File: src/rtl/fifo_pkg.sv
// Shared types and default widths for the FIFO burst reader.
// Latency: n/a (declarations only).
// Backpressure: n/a.
package fifo_pkg;

  localparam int DW_DEF = 16;
  localparam int LW_DEF = 8;

  typedef enum logic [1:0] {
    IDLE  = 2'd0,
    READ  = 2'd1,
    DRAIN = 2'd2,
    DONE  = 2'd3
  } state_t;

endpackage

File: src/rtl/fifo_reader_if.sv
// FIFO read port plus downstream valid/ready stream of the burst reader.
// Latency: n/a (wiring only).
// Backpressure: m_ready stalls the stream; fifo_empty stalls FIFO reads.
interface fifo_reader_if import fifo_pkg::*; #(
  parameter int DW = DW_DEF
);

  logic          fifo_empty;
  logic          fifo_rd_en;
  logic [DW-1:0] fifo_dout;
  logic          m_valid;
  logic          m_ready;
  logic [DW-1:0] m_data;

  // Reader side: consumes FIFO, produces the stream.
  modport master (
    input  fifo_empty, fifo_dout, m_ready,
    output fifo_rd_en, m_valid, m_data
  );

  // Environment side: owns the FIFO and the downstream sink.
  modport slave (
    output fifo_empty, fifo_dout, m_ready,
    input  fifo_rd_en, m_valid, m_data
  );

endinterface

File: src/rtl/fifo_skid2.sv
// Two-entry in-order skid buffer between FIFO read data and the stream.
// Latency: push visible at head one cycle later; pop frees an entry next cycle.
// Backpressure: push while full is dropped unless a pop happens in the same cycle.
module fifo_skid2 import fifo_pkg::*; #(
  parameter int DW = DW_DEF
) (
  input  logic          clk,
  input  logic          rst_n,
  input  logic          push,
  input  logic          pop,
  input  logic [DW-1:0] din,
  output logic [1:0]    occupancy,
  output logic [DW-1:0] head
);

  logic [DW-1:0] mem0;
  logic [DW-1:0] mem1;
  logic          wr_ptr;
  logic          rd_ptr;
  logic          pop_ok;
  logic          push_ok;

  // Guard against popping empty or overfilling; a simultaneous pop makes room.
  assign pop_ok  = pop && (occupancy != 2'd0);
  assign push_ok = push && ((occupancy != 2'd2) || pop_ok);
  assign head    = rd_ptr ? mem1 : mem0;

  // Storage, pointers and occupancy; same-cycle push+pop leaves occupancy alone.
  always_ff @(posedge clk or negedge rst_n) begin
    if (!rst_n) begin
      mem0      <= '0;
      mem1      <= '0;
      wr_ptr    <= 1'b0;
      rd_ptr    <= 1'b0;
      occupancy <= 2'd0;
    end else begin
      if (push_ok) begin
        if (wr_ptr) mem1 <= din;
        else        mem0 <= din;
        wr_ptr <= ~wr_ptr;
      end
      if (pop_ok) rd_ptr <= ~rd_ptr;
      case ({push_ok, pop_ok})
        2'b10:   occupancy <= occupancy + 2'd1;
        2'b01:   occupancy <= occupancy - 2'd1;
        default: occupancy <= occupancy;
      endcase
    end
  end

endmodule

File: src/rtl/fifo_reader.sv
// Reads a burst of len words from a FIFO and streams them out over valid/ready.
// Latency: first m_valid two cycles after the edge sampling start; then 1 word/cycle.
// Backpressure: m_ready low stalls output; reads throttle so at most 2 words are held.
module fifo_reader import fifo_pkg::*; #(
  parameter int DW = DW_DEF,
  parameter int LW = LW_DEF
) (
  input  logic          r_clk,
  input  logic          rrst_n,
  input  logic          start,
  input  logic [LW-1:0] len,
  fifo_reader_if.master bus,
  output logic          busy,
  output logic          done,
  output logic [LW-1:0] rd_count
);

  state_t        state;
  logic [LW-1:0] len_q;
  logic [LW-1:0] issued;
  logic          in_flight;
  logic [1:0]    occ;
  logic [DW-1:0] head;
  logic          xfer;
  logic          rd_en;
  logic [2:0]    eff_occ;

  assign xfer = bus.m_valid && bus.m_ready;

  // Words held after this edge: buffered plus in flight, minus one leaving now.
  // Counting the concurrent pop is what sustains one word per cycle.
  assign eff_occ = {1'b0, occ} + {2'b00, in_flight} - {2'b00, xfer};

  assign rd_en = (state == READ) && !bus.fifo_empty &&
                 (issued < len_q) && (eff_occ < 3'd2);

  assign bus.fifo_rd_en = rd_en;
  assign bus.m_valid    = (occ != 2'd0);
  assign bus.m_data     = head;

  fifo_skid2 #(.DW(DW)) u_skid (
    .clk       (r_clk),
    .rst_n     (rrst_n),
    .push      (in_flight),
    .pop       (xfer),
    .din       (bus.fifo_dout),
    .occupancy (occ),
    .head      (head)
  );

  // Burst FSM with its counters and registered busy/done outputs.
  always_ff @(posedge r_clk or negedge rrst_n) begin
    if (!rrst_n) begin
      state     <= IDLE;
      busy      <= 1'b0;
      done      <= 1'b0;
      len_q     <= '0;
      issued    <= '0;
      rd_count  <= '0;
      in_flight <= 1'b0;
    end else begin
      in_flight <= rd_en;
      // done trails the DONE state by one register stage.
      done      <= (state == DONE);
      if (rd_en) issued   <= issued + 1'b1;
      if (xfer)  rd_count <= rd_count + 1'b1;
      case (state)
        IDLE: begin
          if (start) begin
            len_q    <= len;
            issued   <= '0;
            rd_count <= '0;
            if (len == '0) begin
              state <= DONE;
              busy  <= 1'b0;
            end else begin
              state <= READ;
              busy  <= 1'b1;
            end
          end
        end
        READ: begin
          if (issued == len_q) state <= DRAIN;
        end
        DRAIN: begin
          if ((rd_count == len_q) && (occ == 2'd0)) begin
            state <= DONE;
            busy  <= 1'b0;
          end
        end
        DONE: begin
          state <= IDLE;
        end
        default: begin
          state <= IDLE;
          busy  <= 1'b0;
        end
      endcase
    end
  end

endmodule
File: src/flat_wrapper.sv
// flat-port wrapper written by rule: the top's interface ports become plain ports
module fifo_reader_flat import fifo_pkg::*;
#(
  parameter int DW = DW_DEF,
  parameter int LW = LW_DEF
)
  (r_clk, rrst_n, start, len, busy, done, rd_count, bus_fifo_empty, bus_fifo_dout, bus_m_ready, bus_fifo_rd_en, bus_m_valid, bus_m_data);
  fifo_reader_if #(.DW(DW)) bus_i ();
  input  logic r_clk;
  input  logic rrst_n;
  input  logic start;
  input  logic [LW-1:0] len;
  output logic busy;
  output logic done;
  output logic [LW-1:0] rd_count;
  input wire logic [$bits(bus_i.fifo_empty)-1:0] bus_fifo_empty;
  input wire logic [$bits(bus_i.fifo_dout)-1:0] bus_fifo_dout;
  input wire logic [$bits(bus_i.m_ready)-1:0] bus_m_ready;
  output wire logic [$bits(bus_i.fifo_rd_en)-1:0] bus_fifo_rd_en;
  output wire logic [$bits(bus_i.m_valid)-1:0] bus_m_valid;
  output wire logic [$bits(bus_i.m_data)-1:0] bus_m_data;
  assign bus_i.fifo_empty = bus_fifo_empty;
  assign bus_i.fifo_dout = bus_fifo_dout;
  assign bus_i.m_ready = bus_m_ready;
  assign bus_fifo_rd_en = bus_i.fifo_rd_en;
  assign bus_m_valid = bus_i.m_valid;
  assign bus_m_data = bus_i.m_data;
  fifo_reader #(.DW(DW), .LW(LW)) u_core (.r_clk(r_clk), .rrst_n(rrst_n), .start(start), .len(len), .bus(bus_i), .busy(busy), .done(done), .rd_count(rd_count));
endmodule
File: config.mk
export PLATFORM = sky130hd
export DESIGN_NAME = fifo_reader_flat
export DESIGN_NICKNAME = d
export VERILOG_FILES = /design/src/rtl/fifo_pkg.sv /design/src/rtl/fifo_reader_if.sv /design/src/rtl/fifo_skid2.sv /design/src/rtl/fifo_reader.sv /design/src/flat_wrapper.sv
export SDC_FILE = /design/constraint.sdc
export NUM_CORES = 1
export LEC_CHECK = 0
export CAP_MARGIN = 10
export CORE_MARGIN = 1
export CORE_UTILIZATION = 35
export CTS_CLUSTER_DIAMETER = 80
export DETAILED_ROUTE_END_ITERATION = 16
export MAX_ROUTING_LAYER = met4
export PLACE_DENSITY = 0.66
export SYNTH_ARGS = -nofsm -noshare
export SYNTH_HDL_FRONTEND = slang
export SYNTH_SLANG_ARGS = --single-unit
File: constraint.sdc
create_clock -name r_clk -period 3.7 [get_ports r_clk]
set_clock_uncertainty 0.2 [all_clocks]
set_input_delay 0.37 -clock r_clk [delete_from_list [all_inputs] [get_ports r_clk]]
set_output_delay 0.37 -clock r_clk [all_outputs]
set_load 0.01 [all_outputs]
# Word-level counts from Yosys, hierarchy flattened
# Index checks and enable logic that the tools add are counted.
# word_totals
register_bits	65
input_bits	29
out_inout_bits	28
wordCells	70
# classes
addsub	6
magnitude_cmp	2
n_eq_ne	11
n_mux	17
n_bitwise	2
reduce_logical	20
# ops
operator	count
2-to-1 mux 8 bit	6
adder 8 x 1 -> 8 bit (second input constant)	2
equality test 8 bit	2
2-to-1 mux 16 bit	1
zero test 8 bit	1
< comparator 8 bit	1
2-to-1 mux 2 bit	4
case mux 2 bit (4 select lines)	1
logical AND 1 bit	7
equality test 2 bit (second input constant)	3
inequality test 2 bit (second input constant)	3
AND reduction 2 bit	3
AND reduction 3 bit	2
nonzero test 2 bit	3
equality test 2 x 1 -> 1 bit (second input constant)	2
zero test 2 bit	2
case mux 2 bit (2 select lines)	1
adder 2 x 1 -> 3 bit	1
< comparator 3 x 2 -> 1 bit (second input constant)	1
2-to-1 mux 1 bit	3
subtractor 3 x 1 -> 3 bit	1
adder 2 x 1 -> 2 bit (second input constant)	1
inequality test 2 x 1 -> 1 bit (second input constant)	1
NOT 1 bit	2
other kinds (4)	4

# Longest topological paths before layout
# Gate-level depths: netlist of the first run.
# logic_depth
ltp_word	8
mapped_depth	12
mapped_depth_nobuf	9

# Hierarchy
# From an unflattened synthesis of the first run, not the netlist that was laid out.
# unflattened
cells_unflattened	311
area_unflattened_um2	3384.5
# by_module_without_submodules
module	n_inst	cells_per_inst	area_per_inst_um2	seq_area_each_um2
fifo_reader	1	185	1737.9	725.7
fifo_skid2	1	126	1646.6	900.9

# Worst setup path before layout of the first run
# OpenSTA, ideal clock, no wires.
# synth_timing
kind	register to register
startpoint	register u_core.u_skid.occupancy[0]
endpoint	register u_core.issued[2]
setup_time_ps	78
t_arrival_ps	2970
required_ps	3422
slack_ps	452
path_stages_with_launch	13
synth_period_minus_slack_ps	3248
cell_sequence	dfrtp_1 -> clkbuf_1 -> o21a_1 -> buf_2 -> ha_1 -> nand2b_1 -> fa_1 -> and4bb_2 -> nand2_1 -> or3_4 -> buf_6 -> or4_1 -> a21oi_1
# synth_between
elab_chain_cells	8
# synth_lines
element	line_no	rtl
start, declared	fifo_skid2.sv:12	output logic [1:0] occupancy,
start signal, assigned	fifo_skid2.sv:44	2'b10: occupancy <= occupancy + 2'd1;
start signal, assigned	fifo_skid2.sv:45	2'b01: occupancy <= occupancy - 2'd1;
start signal, assigned	fifo_skid2.sv:46	default: occupancy <= occupancy;
parallel branches: the longest is 2 deep, another holds adder 2 x 1 -> 3 bit	n/a	
subtractor 3 x 1 -> 3 bit (*)	fifo_reader.sv:32	assign eff_occ = {1'b0, occ} + {2'b00, in_flight} - {2'b00, xfer};
< comparator 3 x 2 -> 1 bit (*)	fifo_reader.sv:35	(issued < len_q) && (eff_occ < 3'd2);
logical AND 1 bit (*)	fifo_reader.sv:35	
2-to-1 mux 8 bit (*)	fifo_reader.sv:65	if (rd_en) issued <= issued + 1'b1;
2-to-1 mux 8 bit	fifo_reader.sv:69	if (start) begin
2-to-1 mux 8 bit (*)	fifo_reader.sv:67	case (state)
end signal, assigned	fifo_reader.sv:65	
end, declared	fifo_reader.sv:20	logic [LW-1:0] issued;
# Mark *: on every way between the ends.
# A chain may end at the register's enable or synchronous reset.

# Worst setup path after layout of the first run
# layout_timing
startpoint	input bus_m_ready
endpoint	output bus_fifo_rd_en
# layout_between
elab_chain_cells	4
# layout_lines
element	line_no	rtl
start, declared	flat_wrapper.sv:18	input wire logic [$bits(bus_i.m_ready)-1:0] bus_m_ready;
logical AND 1 bit	fifo_reader.sv:28	assign xfer = bus.m_valid && bus.m_ready;
subtractor 3 x 1 -> 3 bit	fifo_reader.sv:32	
< comparator 3 x 2 -> 1 bit	fifo_reader.sv:35	
logical AND 1 bit	fifo_reader.sv:35	
end, declared	flat_wrapper.sv:19	output wire logic [$bits(bus_i.fifo_rd_en)-1:0] bus_fifo_rd_en;
# Every way passes these cells.

==> flow_metrics.env, run 1 <==
export IMPL_critPathSlowestCell="clkdlybuf4s50_1"
export IMPL_final_hold_violation_count=0
export IMPL_cts_inserted_buffers=9
export IMPL_multiInputGateArea_sq_um=1568
export IMPL_fin_hold_ws_ns=0.3065
export IMPL_clockBufferDepth=2
export IMPL_final_setup_viol_count=0
export IMPL_vias=2386
export IMPL_dieArea_sq_um=9885
export IMPL_final_seq_area_sq_um=1627
export IMPL_firstDrtPassIters=4
export IMPL_drv_slew=0
export IMPL_power_mw=1.477
export IMPL_wl_um=6984
export IMPL_grt_pass1_vias=2459
export IMPL_cts_sinks=65
export IMPL_final_cell_mix="65 x dfrtp_1, 54 x clkdlybuf4s50_1, 49 x mux2_2"
export IMPL_synth_ff_type="dfrtp_1"
export IMPL_synth_seq_cells=65
export IMPL_wl_per_cell_um=14.77
export IMPL_antenna_left=0
export IMPL_status="finished, final reports clean"
export IMPL_gr_total_overflow=0
export IMPL_fillers=855
export IMPL_vias_per_cell=5.044
export IMPL_worstPathRequired_ns=3.13
export IMPL_io_pins=57
export IMPL_rows=35
export IMPL_grt_max_degree=37
export IMPL_async_flop_share_pct=100.0
export IMPL_r2r_end="u_core.issued[4]"
export IMPL_rr_worst_depth=10
export IMPL_clock_fmax_ghz=0.2894
export IMPL_critical_path_class="input port to output port"
export IMPL_rsz0062_at_grt="no"
export IMPL_antenna_found_initial=0
export IMPL_ys_warn_count=0
export IMPL_hold_path_class="flop to flop"
export IMPL_cts_setup_buffers=0
export IMPL_worstMarginPinSlew_ns=1.014
export IMPL_setup_slack_ns=0.2441
export IMPL_worstSetupStartpointType="input port"
export IMPL_dp_cells=456
export IMPL_gp_congestion=0.7936
export IMPL_drc=0
export IMPL_final_cells=473
export IMPL_coreArea_sq_um=9196
export IMPL_ys_seq_area_share_pct=48.96
export IMPL_initial_core_util_pct=36.12
export IMPL_grt_pass1_wl_um=11670
export IMPL_cts_tree="yes"
export IMPL_portBuffers=56
export IMPL_cts_htree_levels=3
export IMPL_antenna_cells=0
export IMPL_syn_instance_count=294
export IMPL_critical_path_endpoint="bus_fifo_rd_en"
export IMPL_powerDensity_nw_per_um2=347.9
export IMPL_crit_arrival_ns=2.89
export IMPL_synth_cell_type_count=35
export IMPL_syn_avg_cell_area_sq_um=11.30
export IMPL_drv_cap=0
export IMPL_drt_initial_drc_count=89
export IMPL_drive_above_1_share_pct=21.55
export IMPL_startpoint="bus_m_ready"
export IMPL_final_common_cell="dfrtp_1"
export IMPL_netlist_area_sq_um=3322
export IMPL_dp_worst_setup_slack_ns=-0.04760
export IMPL_clock_latency_ns=0.34
export IMPL_relSlewSlack_pct=32.40
export IMPL_syn_num_nets=339
export IMPL_synth_edf_count=0
export IMPL_endpoint_kind="output port"
export IMPL_finalCritPeriodShare_pct=93.40
export IMPL_slowest_delay_ns=0.48
export IMPL_hpwlAfterDp_um=5016
export IMPL_period_minus_slack_ns=3.456
export IMPL_grt_use_total_pct=15.69
export IMPL_ff2ff_setup_slack_ns=0.49
export IMPL_area_delta_synth_final_pct=27.80
export IMPL_crit_fanout=2
export IMPL_crit_chain="clkdlybuf4s50_1 -> o21a_1 -> ha_1 -> nand2b_1 -> fa_1 -> and4bb_2 -> nand2_1 -> or3_4 -> nor2_1 -> dlygate4sd2_1"
export IMPL_final_nets=402
export IMPL_clk_pin_slew_ns=0.07
export IMPL_rr_startpoint="u_core.u_skid.occupancy[0]"
export IMPL_p_leak_nw=1.979
export IMPL_cts_root_buf="clkbuf_8"
export IMPL_die_width_um=99.43
export IMPL_worst_ir_drop_vdd_mv=0.1773
export IMPL_die_h_um=99.43
power breakdown:
| part | total (mW) | internal (mW) | switching, mW |
|---|---|---|---|
| Combinational | 0.0715 | 0.0442 | 0.0273 |
| Clock | 0.676 | 0.385 | 0.291 |
| Sequential | 0.730 | 0.714 | 0.0162 |
worst min-delay path by stage:
stage,startpoint,end,slack [ns],cells past startpoint
after floorplan,rrst_n,u_core.busy,-0.13,0
after global placement,u_core.u_skid.mem1[12],u_core.u_skid.mem1[12],0.28,1
after detailed placement,rrst_n,u_core.u_skid.mem0[1],0.29,1
after CTS,u_core.u_skid.mem1[15],u_core.u_skid.mem1[15],0.31,1
after global routing,u_core.u_skid.mem1[9],u_core.u_skid.mem1[9],0.32,1
final,u_core.u_skid.mem0[0],u_core.u_skid.mem0[0],0.31,1
routing by layer:
metal	track usage [%]	vias to the layer above	wire length [um]
met5	-	-	0
met4	7.692	0	184
met3	3.092	13	349
met2	26.18	65	3340
met1	18.10	1150	3109
li1	-	1158	-
registers in the layout (all words and copies together) (netlist names), 2 cells and up:
signal                   count
u_core.issued                8
u_core.len_q                 8
u_core.rd_count              8
u_core.state                 2
u_core.u_skid.mem0          16
u_core.u_skid.mem1          16
u_core.u_skid.occupancy      2
worst max-delay path: cells and delay by family:
kind	cells	cell delay [ns]
adders and majority gates	2	0.69
and+or+nand+nor	5	0.92
AOI/OAI and AO/OA	1	0.15
buffers and inverters	2	0.77
logic make-up after synthesis:
logic type | after synthesis | synth area share, %
AND/OR/NAND/NOR | 74 | 11.26
flip-flops | 65 | 48.96
multiplexers | 53 | 17.82
AO/OA/AOI/OAI | 40 | 7.383
buffers and inverters | 29 | 3.841
XOR/XNOR | 17 | 4.482
adder cells (fa/ha/maj) | 16 | 6.252
synthesized netlist by cell type (3+ instances only):
library cell,number,share of area (%)
a21oi_1,14,2.1
buf_2,3,0.45
clkbuf_1,9,1.0
dfrtp_1,65,49
ha_1,15,5.6
inv_1,15,1.7
mux2_2,49,17
mux2i_1,4,1.2
nand2_1,21,2.4
nand2b_1,3,0.57
nand3_1,7,1.1
nand4_1,7,1.3
nor2_1,18,2.0
o21ai_0,13,2.0
o31ai_1,6,1.4
or4_1,7,1.6
xnor2_1,10,2.6
xor2_1,7,1.8
metrics by stage:
step	cell area (sq um)	setup TNS (ns)	utilization, %
final	4245	0	46.16
after global routing	4245	0	46.16
after CTS	4245	0	46.16
after detailed placement	4013	-0.04760	43.63
after global placement	4013	-0.007073	43.63
after floorplan	3322	0	-
timing repair:
item                                    CTS  global route
hold buffers                              1             0
gates resized for setup                   1             0
endpoints found under the setup margin    1             0
hold endpoints to repair                 35             0
final cells by class:
| class | instances | area share (%) |
|---|---|---|
| inverter | 15 | 1.326 |
| tap | 111 | 3.271 |
| clock inverter | 7 | 2.358 |
| timing repair buffer | 66 | 14.88 |
| multi-input combinational | 200 | 36.93 |
| clock buffer | 9 | 2.918 |
| sequential | 65 | 38.31 |
Note: power is estimated with default switching activity, not from simulation.
==> run 2: changes to the inputs <==
Settings changed: CELL_PAD_IN_SITES_DETAIL_PLACEMENT set to 1, CELL_PAD_IN_SITES_GLOBAL_PLACEMENT set to 1, CORE_MARGIN 1 to 2, GPL_ROUTABILITY_DRIVEN set to 0, PLACE_DENSITY 0.66 to 0.78.
==> flow_metrics.env, run 2 (same netlist as run 1, synthesis figures left out) <==
export IMPL_status="finished, final reports clean"
export IMPL_worst_ir_drop_vdd_mv=0.2496
export IMPL_drt_initial_drc_count=53
export IMPL_endpoint_kind="output port"
export IMPL_r2r_end="u_core.issued[4]"
export IMPL_wl_um=8005
export IMPL_crit_arrival_ns=2.91
export IMPL_grt_pass1_vias=2784
export IMPL_dp_worst_setup_slack_ns=-0.07195
export IMPL_min_delay_start="u_core.u_skid.mem1[1]"
export IMPL_utilization_pct=46.12
export IMPL_clockBufferDepth=2
export IMPL_dieArea_sq_um=10290
export IMPL_cts_tree="yes"
export IMPL_startpoint="bus_m_ready"
export IMPL_io_pins=57
export IMPL_final_common_cell="dfrtp_1"
export IMPL_cts_root_buf="clkbuf_8"
export IMPL_final_cell_mix="65 x dfrtp_1, 54 x clkdlybuf4s50_1, 49 x mux2_2"
export IMPL_antenna_found_initial=0
export IMPL_wl_per_cell_um=16.30
export IMPL_final_hold_violation_count=0
export IMPL_vias_per_cell=5.086
export IMPL_area_delta_synth_final_pct=28.29
export IMPL_cts_htree_levels=3
export IMPL_powerDensity_nw_per_um2=344.3
export IMPL_antenna_left=0
export IMPL_relSlewSlack_pct=31.14
export IMPL_drv_slew=0
export IMPL_clock_fmax_ghz=0.2875
export IMPL_grt_use_total_pct=17.41
export IMPL_fin_tns_setup_ns=0
export IMPL_worstPathRequired_ns=3.13
export IMPL_cts_inserted_buffers=9
export IMPL_period_minus_slack_ns=3.479
export IMPL_coreArea_sq_um=9240
export IMPL_rsz0062_at_grt="no"
export IMPL_die_h_um=101.4
export IMPL_drc=0
export IMPL_hpwlAfterDp_um=5733
export IMPL_critical_path_class="input port to output port"
export IMPL_firstDrtPassIters=4
export IMPL_fin_hold_ws_ns=0.3022
export IMPL_grt_max_degree=31
export IMPL_initial_core_util_pct=35.95
export IMPL_portBuffers=56
export IMPL_min_to="u_core.u_skid.mem1[1]"
export IMPL_vias=2497
export IMPL_worstSetupStartpointType="input port"
export IMPL_worstMarginPinSlew_ns=1.033
export IMPL_antenna_cells=0
export IMPL_p_leak_nw=1.976
export IMPL_rows=35
export IMPL_cts_setup_buffers=0
export IMPL_crit_fanout=2
export IMPL_finalCritPeriodShare_pct=94.02
export IMPL_drive_above_1_share_pct=20.99
export IMPL_holdPathStages=1
export IMPL_rr_startpoint="u_core.u_skid.occupancy[0]"
export IMPL_final_nets=403
export IMPL_ff2ff_setup_slack_ns=0.48
export IMPL_final_setup_viol_count=0
export IMPL_setup_slack_ns=0.2214
export IMPL_die_width_um=101.4
export IMPL_clock_latency_ns=0.34
export IMPL_grt_pass1_wl_um=13510
export IMPL_hold_path_class="flop to flop"
export IMPL_clk_pin_slew_ns=0.07
export IMPL_cts_sinks=65
export IMPL_rr_worst_depth=10
export IMPL_gr_total_overflow=0
export IMPL_drv_cap=0
export IMPL_reg_top3="u_core.u_skid.mem0 x16, u_core.u_skid.mem1 x16"
[run 2: cell types whose count changed in the layout (fill, tap and decap cells not counted)]
cell	change
clkbuf_8	+1
inv_6	-2
clkbuf_1	+2
clkinv_4	-2
buf_4	+1
[run 2: worst max-delay path by stage]
stage / depth (start not counted) / to
final: 10 / bus_fifo_rd_en
after global routing: 10 / bus_fifo_rd_en
after CTS: 10 / bus_fifo_rd_en
after detailed placement: 10 / bus_fifo_rd_en
after global placement: 10 / bus_fifo_rd_en
after floorplan: 12 / u_core.issued[2]
[run 2: layout make-up]
type                       instances  area (sq um)
clock inverter                     3         65.06
multi-input combinational        200          1568
clock buffer                      12         145.1
timing repair buffer              67         639.4
inverter                          15         56.30
tap                              129         161.4
fill                            1011          4979
sequential                        65          1627
[run 2: metal layers]
metal  share of wire, %  routed length, um  vias to the layer above  global-route usage, %
li1                   -                  -                     1156                      -
met1                 43               3451                     1272                  19.98
met5                  0                  0                        -                      -
met4                2.0                164                        0                  6.237
met3                3.6                288                       13                  3.934
met2                 51               4100                       56                  29.85
[run 2: critical path, stage by stage]
cell	delay, ns
clkdlybuf4s50_1	0.49
o21a_1	0.15
ha_1	0.23
nand2b_1	0.17
fa_1	0.48
and4bb_2	0.22
nand2_1	0.07
or3_4	0.33
nor2_1	0.12
dlygate4sd2_1	0.28
[run 2: what timing repair did]
action,in CTS,in global routing
endpoints found under the setup margin,1,0
hold buffers,1,0
endpoints found under the hold margin,26,0
resized for setup,1,0
[run 2: metrics by stage]
stage / instances / total power [mW] / area, sq um
after global routing: 491 / 1.530 / 4262
after floorplan: 294 / 0.7566 / 3322
after CTS: 491 / 1.488 / 4262
final: 491 / 1.467 / 4262
after detailed placement: 475 / 0.8198 / 4043
after global placement: 475 / 0.8161 / 4043
[run 2: report_power, final]
| group | leakage, nW | total, mW | switching (mW) | internal [mW] |
|---|---|---|---|---|
| clock network | 0.106 | 0.662 | 0.268 | 0.394 |
| logic | 1.01 | 0.0741 | 0.0291 | 0.0450 |
| registers | 0.863 | 0.731 | 0.0169 | 0.714 |
| total | 1.98 | 1.47 | 0.314 | 1.15 |
==> run 3: changes to the inputs <==
Settings changed: ABC_CLOCK_PERIOD_IN_PS set to 3700, CELL_PAD_IN_SITES_DETAIL_PLACEMENT 1 to 0, CELL_PAD_IN_SITES_GLOBAL_PLACEMENT 1 to 2, CORE_UTILIZATION 35 to 34, PLACE_DENSITY 0.78 to not set, PLACE_DENSITY_LB_ADDON set to 0.1.
==> flow_metrics.env, run 3 (same netlist as run 1, synthesis figures left out) <==
export IMPL_status="finished, final reports clean"
export IMPL_p_clk_share_pct=48.7
export IMPL_route_met2_wl_um=3409
export IMPL_drc=0
export IMPL_ff2ff_setup_slack_ns=0.53
export IMPL_gr_total_overflow=0
export IMPL_vias_per_cell=4.660
export IMPL_antenna_left=0
export IMPL_switchingPower_mw=0.3369
export IMPL_antenna_found_initial=0
export IMPL_clk_pin_slew_ns=0.07
export IMPL_dieArea_sq_um=10580
export IMPL_final_common_cell="dfrtp_1"
export IMPL_drv_slew=0
export IMPL_antenna_cells=0
export IMPL_p_int_mw=1.227
export IMPL_holdPathStages=1
export IMPL_area_delta_synth_final_pct=30.06
export IMPL_multiInputGateArea_sq_um=1568
export IMPL_drt_initial_drc_count=39
export IMPL_rr_worst_depth=10
export IMPL_worst_ir_drop_vdd_mv=0.2018
export IMPL_drv_cap=0
export IMPL_worstPathRequired_ns=3.13
export IMPL_powerDensity_nw_per_um2=361.9
export IMPL_drive_above_1_share_pct=22.25
export IMPL_grt_pass1_wl_um=11650
export IMPL_routed_wl_met3_um=276
export IMPL_coreArea_sq_um=9639
export IMPL_final_setup_viol_count=0
export IMPL_vias=2316
export IMPL_portBuffers=56
export IMPL_rows=36
export IMPL_cts_root_buf="clkbuf_8"
export IMPL_crit_arrival_ns=2.72
export IMPL_p_leak_nw=2.006
export IMPL_critical_path_class="input port to output port"
export IMPL_cts_sinks=65
export IMPL_cts_htree_levels=3
export IMPL_final_seq_area_sq_um=1628
export IMPL_clock_fmax_ghz=0.3038
export IMPL_wl_um=7332
export IMPL_met1_length_um=3541
export IMPL_worstSetupStartpointType="input port"
export IMPL_die_h_um=102.8
export IMPL_reg_top3="u_core.u_skid.mem0 x16, u_core.u_skid.mem1 x16"
export IMPL_die_width_um=102.8
export IMPL_clockBufferDepth=2
export IMPL_period_minus_slack_ns=3.292
export IMPL_pwr_share_comb_pct=4.6
export IMPL_rsz0062_at_grt="no"
export IMPL_cts_inserted_buffers=9
export IMPL_grt_max_degree=31
export IMPL_crit_fanout=2
export IMPL_power_share_sequential_pct=46.7
export IMPL_final_hold_violation_count=0
export IMPL_io_pins=57
export IMPL_fin_hold_ws_ns=0.3022
export IMPL_initial_core_util_pct=34.46
export IMPL_cts_tree="yes"
export IMPL_hpwlAfterDp_um=5265
export IMPL_clock_latency_ns=0.34
export IMPL_final_cell_mix="64 x dfrtp_1, 54 x clkdlybuf4s50_1, 49 x mux2_2"
export IMPL_finalCritPeriodShare_pct=88.96
export IMPL_wl_per_cell_um=14.75
export IMPL_worstMarginPinSlew_ns=0.8086
export IMPL_final_nets=404
export IMPL_grt_use_total_pct=15.20
export IMPL_endpoint_kind="output port"
export IMPL_grt_pass1_vias=2252
export IMPL_fin_tns_setup_ns=0
export IMPL_dr_max_layer_used="met4"
export IMPL_firstDrtPassIters=4
export IMPL_fillers=963
export IMPL_p_sw_share_pct=21.55
export IMPL_relSlewSlack_pct=46.09
export IMPL_hold_path_class="flop to flop"
[run 3: changes by cell type in the layout (fill, tap and decap cells not counted), sizes merged]
cell | previous run | this run
bufinv | 2 | 3
clkinv | 1 | 0
dlygate4sd2 | 1 | 0
clkinvlp | 0 | 2
buf | 11 | 12
inv | 15 | 16
dlymetal6s2s | 0 | 1
clkbuf | 12 | 10
[run 3: routing by layer]
metal	up-vias	global-route usage (%)
met3	10	2.780
met5	-	-
met1	1095	20.29
met2	45	22.98
li1	1166	-
met4	0	6.073
[run 3: metrics by stage]
stage          setup slack, ns  util [%]  power, mW  cell area, sq um  std cells
6_report                0.4084     44.82      1.564              4320        497
3_3_place_gp           0.02289     42.07     0.8183              4055        480
3_5_place_dp           0.01007     42.07     0.8181              4055        480
4_1_cts               0.003809     44.78      1.591              4317        497
5_1_grt                 0.2153     44.82      1.630              4320        497
2_1_floorplan           0.4523         -     0.7566              3322        294
[run 3: critical path: stages]
cell and delay [ns]:
clkdlybuf4s50_1 0.48, o21a_1 0.14, ha_1 0.22, nand2b_1 0.15
fa_1 0.47, and4bb_2 0.21, nand2_1 0.07, or3_4 0.33
nor2_1 0.11, dlymetal6s2s_1 0.17
[run 3: what timing repair did]
item,4_1_cts,5_1_grt
buffers inserted,0,0
endpoints found under the setup margin,0,1
endpoints found under the hold margin,28,0
resized for setup,0,2
hold buffers,1,0
[run 3: final cells by class]
| class | instances | area share (%) |
|---|---|---|
| well taps | 133 | 3.852 |
| flip-flops and latches | 65 | 37.68 |
| clock buffers | 10 | 3.186 |
| multi-input cells | 200 | 36.29 |
| clock inverters | 6 | 2.635 |
| inverters | 15 | 1.303 |
| repair buffers | 68 | 15.06 |
[run 3: worst paths after layout]
check / start / to
max: bus_m_ready / bus_fifo_rd_en
min: u_core.u_skid.mem1[7] / u_core.u_skid.mem1[7]
max reg2reg: u_core.u_skid.occupancy[0] / u_core.issued[3]
min reg2reg: u_core.u_skid.mem1[7] / u_core.u_skid.mem1[7]
max in group asynchronous: rrst_n / u_core.rd_count[6]
min in group asynchronous: rrst_n / u_core.u_skid.mem1[2]
[run 3: power by group through the flow]
stage	Combinational, mW	Sequential (mW)	Clock [mW]
CTS	0.0743	0.731	0.786
detailed placement	0.0733	0.745	0
global placement	0.0735	0.745	0
finish	0.0723	0.730	0.761
floorplan	0.0241	0.732	0
global route	0.0799	0.732	0.818
